==> src/rtl/apb_uart_regs_fifo.sv <==
// apb_uart_regs_fifo: APB register front-end for a UART with TX/RX FIFOs, sticky ISR and level irq.
module apb_uart_regs_fifo_buf #(
    parameter int W     = 8,
    parameter int DEPTH = 8
) (
    input  logic                       clk,
    input  logic                       reset_n,
    input  logic                       push_i,
    input  logic                       pop_i,
    input  logic [W-1:0]               wdata_i,
    output logic [W-1:0]               rdata_o,
    output logic [$clog2(DEPTH):0]     count_o,
    output logic                       full_o,
    output logic                       empty_o
);
    localparam int AW = $clog2(DEPTH);
    localparam int CW = AW + 1;
    logic [W-1:0]  mem_q [DEPTH];
    logic [W-1:0]  mem_d [DEPTH];
    logic [AW-1:0] wptr_q, wptr_d, rptr_q, rptr_d;
    logic [CW-1:0] cnt_q, cnt_d;
    logic          do_push, do_pop;
    assign full_o  = cnt_q == CW'(DEPTH);
    assign empty_o = cnt_q == '0;
    assign count_o = cnt_q;
    assign rdata_o = empty_o ? '0 : mem_q[rptr_q];
    // Full/empty come from the start-of-cycle count, so a same-cycle pop never frees room for a push.
    assign do_push = push_i & ~full_o;
    assign do_pop  = pop_i & ~empty_o;
    always_comb begin
        mem_d  = mem_q;
        wptr_d = do_push ? wptr_q + AW'(1) : wptr_q;
        rptr_d = do_pop ? rptr_q + AW'(1) : rptr_q;
        cnt_d  = cnt_q + CW'(do_push) - CW'(do_pop);
        if (do_push) mem_d[wptr_q] = wdata_i;
    end
    always_ff @(posedge clk or negedge reset_n) begin
        if (!reset_n) begin
            mem_q  <= '{default: '0};
            wptr_q <= '0;
            rptr_q <= '0;
            cnt_q  <= '0;
        end else begin
            mem_q  <= mem_d;
            wptr_q <= wptr_d;
            rptr_q <= rptr_d;
            cnt_q  <= cnt_d;
        end
    end
endmodule

module apb_uart_regs_fifo #(
    parameter int DATA_W     = 8,
    parameter int FIFO_DEPTH = 8
) (
    input  logic              clk,
    input  logic              reset_n,
    input  logic              psel_i,
    input  logic              penable_i,
    input  logic              pwrite_i,
    input  logic [11:0]       paddr_i,
    input  logic [31:0]       pwdata_i,
    input  logic [3:0]        pstrb_i,
    output logic [31:0]       prdata_o,
    output logic              pready_o,
    output logic              pslverr_o,
    output logic [DATA_W-1:0] tx_data_o,
    output logic              tx_valid_o,
    input  logic              tx_ready_i,
    input  logic [DATA_W-1:0] rx_data_i,
    input  logic              rx_valid_i,
    input  logic              parity_error_i,
    output logic [1:0]        data_bit_num_o,
    output logic              stop_bit_num_o,
    output logic              parity_en_o,
    output logic              parity_type_o,
    output logic              irq_o
);
    localparam int CW = $clog2(FIFO_DEPTH) + 1;
    logic [4:0]        cfg_q, cfg_d;
    logic [3:0]        ier_q, ier_d, isr_q, isr_d, isr_set;
    logic              irq_q, irq_d;
    logic              acc, wr, rd, a_tx, a_rx, a_cfg, a_ier, a_st, a_isr, mapped;
    logic              tx_push, tx_full, tx_empty, rx_full, rx_empty;
    logic [CW-1:0]     tx_cnt, rx_cnt;
    logic [DATA_W-1:0] rx_head;
    logic [31:0]       status;
    logic              unused_ok;
    assign unused_ok = &{1'b0, pwdata_i[31:DATA_W], pstrb_i[3:1]};
    assign acc    = psel_i & penable_i;
    assign wr     = acc & pwrite_i;
    assign rd     = acc & ~pwrite_i;
    assign a_tx   = paddr_i == 12'h000;
    assign a_rx   = paddr_i == 12'h004;
    assign a_cfg  = paddr_i == 12'h008;
    assign a_ier  = paddr_i == 12'h00C;
    assign a_st   = paddr_i == 12'h010;
    assign a_isr  = paddr_i == 12'h014;
    assign mapped = a_tx | a_rx | a_cfg | a_ier | a_st | a_isr;
    assign pready_o  = 1'b1;
    assign pslverr_o = acc & (~mapped | (pwrite_i & (a_rx | a_st | (a_tx & tx_full))) |
                              (~pwrite_i & a_rx & rx_empty));
    assign tx_push    = wr & a_tx & pstrb_i[0];
    assign tx_valid_o = ~tx_empty;
    apb_uart_regs_fifo_buf #(.W(DATA_W), .DEPTH(FIFO_DEPTH)) u_tx (
        .clk, .reset_n, .push_i(tx_push), .pop_i(tx_ready_i), .wdata_i(pwdata_i[DATA_W-1:0]),
        .rdata_o(tx_data_o), .count_o(tx_cnt), .full_o(tx_full), .empty_o(tx_empty)
    );
    apb_uart_regs_fifo_buf #(.W(DATA_W), .DEPTH(FIFO_DEPTH)) u_rx (
        .clk, .reset_n, .push_i(rx_valid_i), .pop_i(rd & a_rx), .wdata_i(rx_data_i),
        .rdata_o(rx_head), .count_o(rx_cnt), .full_o(rx_full), .empty_o(rx_empty)
    );
    assign status = {8'h00, 8'(rx_cnt), 8'(tx_cnt), 4'h0, rx_full, rx_empty, tx_full, tx_empty};
    // TX goes empty only when the last word leaves with no accepted push in the same cycle.
    assign isr_set = {rx_valid_i & rx_full, parity_error_i, rx_valid_i & ~rx_full,
                      tx_valid_o & tx_ready_i & (tx_cnt == CW'(1)) & ~(tx_push & ~tx_full)};
    always_comb begin
        cfg_d = (wr & a_cfg & pstrb_i[0]) ? pwdata_i[4:0] : cfg_q;
        ier_d = (wr & a_ier & pstrb_i[0]) ? pwdata_i[3:0] : ier_q;
        isr_d = (isr_q & ~((wr & a_isr) ? pwdata_i[3:0] : 4'h0)) | isr_set;
        irq_d = |(isr_q & ier_q);
        prdata_o = !rd  ? 32'h0 :
                   a_rx  ? 32'(rx_head) :
                   a_cfg ? 32'(cfg_q) :
                   a_ier ? 32'(ier_q) :
                   a_st  ? status :
                   a_isr ? 32'(isr_q) : 32'h0;
    end
    always_ff @(posedge clk or negedge reset_n) begin
        if (!reset_n) begin
            cfg_q <= '0;
            ier_q <= '0;
            isr_q <= '0;
            irq_q <= 1'b0;
        end else begin
            cfg_q <= cfg_d;
            ier_q <= ier_d;
            isr_q <= isr_d;
            irq_q <= irq_d;
        end
    end
    assign irq_o          = irq_q;
    assign data_bit_num_o = cfg_q[1:0];
    assign stop_bit_num_o = cfg_q[2];
    assign parity_en_o    = cfg_q[3];
    assign parity_type_o  = cfg_q[4];
endmodule

==> config.mk <==
export PLATFORM = sky130hd
export DESIGN_NAME = apb_uart_regs_fifo
export DESIGN_NICKNAME = d
export VERILOG_FILES = /design/src/rtl/apb_uart_regs_fifo.sv
export SDC_FILE = /design/constraint.sdc
export NUM_CORES = 1
export LEC_CHECK = 0
export BUFFER_PORTS_ARGS = -buffer_cell sky130_fd_sc_hd__buf_2
export CORE_MARGIN = 2
export CORE_UTILIZATION = 63
export CTS_CLUSTER_SIZE = 25
export DETAILED_ROUTE_END_ITERATION = 7
export GPL_TIMING_DRIVEN = 0
export PLACE_DENSITY = 0.86
export REMOVE_ABC_BUFFERS = 1
export SETUP_SLACK_MARGIN = 0.05
export SYNTH_ARGS = -nofsm -noshare
export SYNTH_HDL_FRONTEND = slang
export SYNTH_HIERARCHICAL = 1
export SYNTH_SLANG_ARGS = --single-unit
==> constraint.sdc <==
create_clock -name clk -period 5.73 [get_ports clk]
set_input_delay 0.573 -clock clk [delete_from_list [all_inputs] [get_ports clk]]
set_output_delay 0.573 -clock clk [all_outputs]
set_load 0.05 [all_outputs]
Word level (Yosys, flattened, before mapping)
Index checks and enable logic that the tools add are counted.
{ "op_classes": {"n_mux": 21, "magnitude_cmp": 6, "eq_ne": 8, "reduce_logical": 6, "bitwise": 47, "addsub": 8} }
{ "op_table": {"columns": ["op", "n"], "rows": [
  ["64-bit bitwise mux", 2],
  ["20-bit 2-to-1 mux", 5],
  ["8-bit 2-to-1 mux", 8],
  ["8-bit binary-select mux with 3-bit select", 2],
  ["8-bit demux with 3-bit select", 2],
  ["12-bit by 4-bit == test with 1-bit output, second input constant", 2],
  ["12-bit by 5-bit == test with 1-bit output, second input constant", 2],
  ["1-bit bitwise AND", 23],
  ["4-bit >= comparator, second input constant", 4],
  ["3-bit inverter with 4-bit output", 4],
  ["3-bit by 1-bit adder with 3-bit output, second input constant", 4],
  ["12-bit by 3-bit == test with 1-bit output, second input constant", 1],
  ["12-bit logical NOT", 1],
  ["1-bit bitwise OR", 9],
  ["4-bit by 1-bit adder with 4-bit output", 2],
  ["4-bit bitwise AND", 2],
  ["4-bit == test, second input constant", 2],
  ["4-bit logical NOT", 2],
  ["4-bit by 1-bit < comparator with 1-bit output, second input constant", 2],
  ["4-bit 2-to-1 mux", 2],
  ["4-bit by 1-bit subtractor with 4-bit output", 2],
  ["1-bit inverter", 7],
  ["4-bit by 1-bit == test with 1-bit output, second input constant", 1],
  ["4-bit inverter", 1],
  ["other kinds (3)", 4]
]} }
{ "word_totals": {"register_bits": 162, "out_inout_bits": 49, "word_cells": 122} }

Depth between registers and ports, before layout
{ "depth": {"ltp_word": 10, "ltp_mapped": 12} }

Hierarchy
The synthesis kept the hierarchy.
{ "by_module_without_submodules": {"columns": ["module", "area_each_um2", "instances", "cells_each"], "rows": [
  ["apb_uart_regs_fifo_buf (u_tx)", 3647.2, 1, 254],
  ["apb_uart_regs_fifo_buf (u_rx)", 3638.5, 1, 254],
  ["apb_uart_regs_fifo", 1209.9, 1, 132]
]} }

Worst setup path after synthesis
Ideal clock, no wire load.
{ "synth_timing": {"kind": "input to register", "start": "in paddr_i[9]", "end": "reg u_tx.cnt_q[2] (netlist: u_tx/count_o[2])", "t_required_ns": 5.607, "setup_time_ns": 0.123, "path_stages": 11, "t_arrival_ns": 2.710, "n_path_buf": 1, "path_slack_ns": 2.898, "path_cell_list": "nor4_4 nand4_1 nor2_1 buf_4 nand2_1 ha_1 inv_1 ha_1 inv_1 fa_1 xnor2_1"} }
{ "synth_via": {"elab_chain_cells": 6} }
{ "synth_lines": {"columns": ["item", "line", "rtl"], "rows": [
  ["from (decl)", "61", "input logic [11:0] paddr_i,"],
  ["12-bit logical NOT", "93", "assign a_tx = paddr_i == 12'h000;"],
  ["1-bit bitwise AND (2 in a row)", "103", "assign tx_push = wr & a_tx & pstrb_i[0];"],
  ["net tx_push", "84", "logic tx_push, tx_full, tx_empty, rx_full, rx_empty;"],
  ["1-bit bitwise AND", "28", "assign do_push = push_i & ~full_o;"],
  ["4-bit by 1-bit adder with 4-bit output", "34", "cnt_d = cnt_q + CW'(do_push) - CW'(do_pop);"],
  ["4-bit by 1-bit subtractor with 4-bit output", "34", null],
  ["net u_tx.cnt_d[2]", "21", "logic [CW-1:0] cnt_q, cnt_d;"],
  ["to (signal assigned)", "47", "cnt_q <= cnt_d;"],
  ["to (decl)", "21", null]
]} }
The timed path passes the listed nets, and every way through them passes these cells.
A chain may end at the register's enable or synchronous reset.

Worst setup path in the final report
{ "layout_timing": {"start": "reg u_tx.cnt_q[2] (netlist: u_tx/count_o[2])", "end": "out prdata_o[0]"} }
{ "layout_via": {"elab_chain_cells": 6} }
{ "layout_lines": {"columns": ["item", "line", "rtl"], "rows": [
  ["4-bit logical NOT", "24", "assign empty_o = cnt_q == '0;"],
  ["net tx_empty", "84", null],
  ["20-bit 2-to-1 mux", "126", "a_st ? status :"],
  ["20-bit 2-to-1 mux", "125", "a_ier ? 32'(ier_q) :"],
  ["20-bit 2-to-1 mux", "124", "a_cfg ? 32'(cfg_q) :"],
  ["20-bit 2-to-1 mux", "123", "a_rx ? 32'(rx_head) :"],
  ["20-bit 2-to-1 mux", "122", "prdata_o = !rd ? 32'h0 :"],
  ["to (decl)", "64", "output logic [31:0] prdata_o,"]
]} }
The timed path passes the listed nets, and every way through them passes these cells.

==> impl_results.md <==
- Status: finished, final reports clean
- Leakage power: 4.546 nW
- Crit path capture type: primary output
- Netlist Area Pre-Place: between 8000 and 9000 sq um
- Syn. warnings: 6
- Syn Area/Cell: around 13 sq um
- CTS Buffer Depth: 2
- Fin crit period: ~3400 ps
- Clock latency on the worst-skew pair: ~420 ps
- Multiplexer share of the synthesized area: 0.2673
- Relative slew slack: 0.3543
- Area share of fa/ha/maj cells after synthesis: 0.02828
- Largest net degree at the start of global routing: 109
- Routed Wire Length: 18380 microns
- Port bufs: just under 70
- FMAX: 292.9 MHz
- CP cell instances: inv_1, ha_1, nor3b_2, inv_1, o21ai_0, a221oi_1, nor2_1, buf_2
- Site Rows: 42
- Vias in the first global route: roughly 5600
- Die ar.: between 10000 and 15000 sq um
- Vias per cell: 6.095
- Clk root buf: clkbuf_16
- CP Launch Type: flop
- FFs w/ async S/R, synth: 1.000
- Antenna Violating Nets Remaining: 0
- Initial Util: 0.6441
- Max FO, Critical Path: 11
- RR Startpoint: u_tx/count_o[2]$_DFF_PN0_
- Die span in x: 120.1 microns
- Yosys reg bits: 162
- Worst min-delay path class: input port to asynchronous set/reset pin
- Num CTS Buffers: 17
- Initial antenna violation count: 1
- Clock skew: approximately 6 ps
- Worst path arrival time: approximately 2800 ps
- Top-area cell type share of the netlist area: 0.4772
- Synth top area cells: dfrtp_1 (48%), mux2_2 (19%), mux2i_1 (7.8%)
- ANT cells: 0
- Gr ovfl total: 0
- Area leader, netlist: dfrtp_1
- Slowest library cell on the worst path: nor3b_2
- Core area: 13190 sq um
- Worst path top cell family by delay: simple AND/OR/NAND/NOR gates
- Largest family of logic cells by synthesized area: multiplexers
- Slew @ Worst Pin: 964.4 ps
- Hold-fix buffers at CTS: 0
- Max_cap viols: 0
- Area Overhead vs Synth: 12.02%
- Final setup viols: 0
- Final GP Congestion: 0.8691
- First-pass GRT wire length: 29490 microns
- Main synth FF type: dfrtp_1
- Slew Limit Fails: 0
- Post-Place Cells: 860
- Placed inst area: 8920 sq um
- Clock-pin slew on the worst setup and hold paths: 60 ps
- Drt first pass iters: 4
- Design Area, Final: around 9500 sq um
- Setup_tns: 0 ps
- Crit path required time: ~5200 ps
- Simple-gate share of the synthesized area: 0.1181
- Synth cell count leaders: dfrtp_1 (162), mux2_2 (143), mux2i_1 (66)
- Clock sinks: roughly 160
- RSZ-0062 raised after global routing: no
- Final HPWL DP: 12020 microns
- Critical Path Max Stage Delay: approximately 770 ps
- Tcrit/Tclk final: 0.5959
- Crit Path Class: flop to primary output
- Worst vdd ir: 355.6 uV
- WP buf/inv: 3
- Seq/Total Area, Yosys: 0.4772
- Yosys cell types: 57
- Gr usage total: 0.2704
- Number of H-tree levels: 4
- Residual DRC: 0
- Num ports: 113
- FF-to-FF setup slack: about 2800 ps
- Share of post-route cells with drive strength above 1: 0.3869
- R2r worst-path depth: 10
- Post-CTS setup repair buffer count: 0
- Post-synthesis cell count: 640
- Final hold vios: 0
- CP most frequent cell: inv_1
- Worst reg2reg endpoint: u_tx/count_o[2]$_DFF_PN0_
- CTS tree: built
- Dominant cell by count in the synthesized netlist: dfrtp_1
- EDFF count, synth: 0
- Final nets: 786
- Power Density: 439.6 nW/um^2
- Via count: 5437
- Final std cells w/o fill: 892
- Wire length per cell: approximately 21 microns
- Compound-Gate Fraction of Synth Area: 0.05376
- Post-cts resize count: 0
- DRT iter0 DRCs: 268
- Die span in y: 120.1 microns
- Synth Area in XOR/XNOR: 0.01237
report_power, final:
group	internal (mW)	switching, mW
clock network	0.683	0.426
logic	0.638	0.793
registers	1.44	0.205
routing by layer:
layer / part of all wire / GRT usage / vias to the layer above
met5: 0 / 0 / -
met4: 0.016 / 0.08971 / 0
met3: 0.050 / 0.07082 / 33
met2: 0.53 / 0.4595 / 165
met1: 0.41 / 0.3370 / 2786
li1: - / - / 2453
cells by family after synthesis:
family	count (synthesis)
muxes	209
xor gates and xnor gates	12
buffers and inverters	61
and+or+nand+nor	121
AOI/OAI and AO/OA	55
other	2
DFF	162
adders and majority gates	18
metrics by stage:
| stage | setup WS, ps | util | hold slack (ps) | power [mW] |
|---|---|---|---|---|
| final | 2315 | 0.7215 | 97.67 | 4.184 |
| after detailed placement | 1542 | 0.6762 | 492.4 | 3.075 |
| after CTS | 1931 | 0.7209 | 104.3 | 4.197 |
| after global routing | 2174 | 0.7215 | 126.3 | 4.398 |
| after floorplan | 2131 | - | 277.4 | 2.696 |
| after global placement | 1693 | 0.6688 | 485.7 | 2.975 |
placed cells by master (no fill, tap or decap), drive strengths merged, types with 6 or more instances in the layout:
| master | Yosys | routed |
|---|---|---|
| mux2i | 66 | 66 |
| inv | 18 | 18 |
| mux2 | 143 | 143 |
| conb | 2 | 17 |
| and2 | 16 | 16 |
| nand4 | 10 | 10 |
| nand2 | 16 | 16 |
| nand4b | 8 | 8 |
| clkbuf | 5 | 22 |
| xnor2 | 8 | 8 |
| nor2 | 13 | 13 |
| ha | 16 | 16 |
| clkinv | 0 | 6 |
| dfrtp | 162 | 162 |
| nor2b | 10 | 10 |
| a22o | 34 | 34 |
| buf | 38 | 73 |
| nor3 | 19 | 19 |
worst max path at each step:
stage,startpoint,to,cells past startpoint
floorplan,paddr_i[9],u_tx/count_o[2]$_DFF_PN0_,10
global placement,paddr_i[9],u_tx/count_o[2]$_DFF_PN0_,11
detailed placement,paddr_i[9],u_tx/count_o[2]$_DFF_PN0_,11
CTS,paddr_i[9],u_tx/count_o[2]$_DFF_PN0_,11
global route,u_tx/count_o[2]$_DFF_PN0_,prdata_o[0],8
finish,u_tx/count_o[2]$_DFF_PN0_,prdata_o[0],8
layout make-up:
class                      count  area (sq um)
clock buffer                  22         484.2
clock inverter                 9         105.1
fill                         858          3674
inverter                      18         67.56
multi-input combinational    432          4150
sequential                   162          4056
tap                          176         220.2
timing repair buffer          73         432.9
flip-flops by register name, indices dropped and copies added, names as in the netlist:
register / flops
u_tx/wptr_q: 3
u_rx/wptr_q: 3
u_tx/mem_q: 64
isr_q: 4
ier_q: 4
u_tx/rptr_q: 3
u_rx/count_o: 4
cfg_q: 5
u_rx/rptr_q: 3
u_tx/count_o: 4
u_rx/mem_q: 64
irq_o: 1
worst reg2reg max path, cell delays in order (launching register included):
cell and delay [ps]:
dfrtp_1 400, inv_1 110, ha_1 150, nor3b_2 770, nor2b_1 220, ha_1 340
inv_1 60, ha_1 180, inv_1 70, fa_1 400, xnor2_1 180
(Power assumes the default switching activity.)
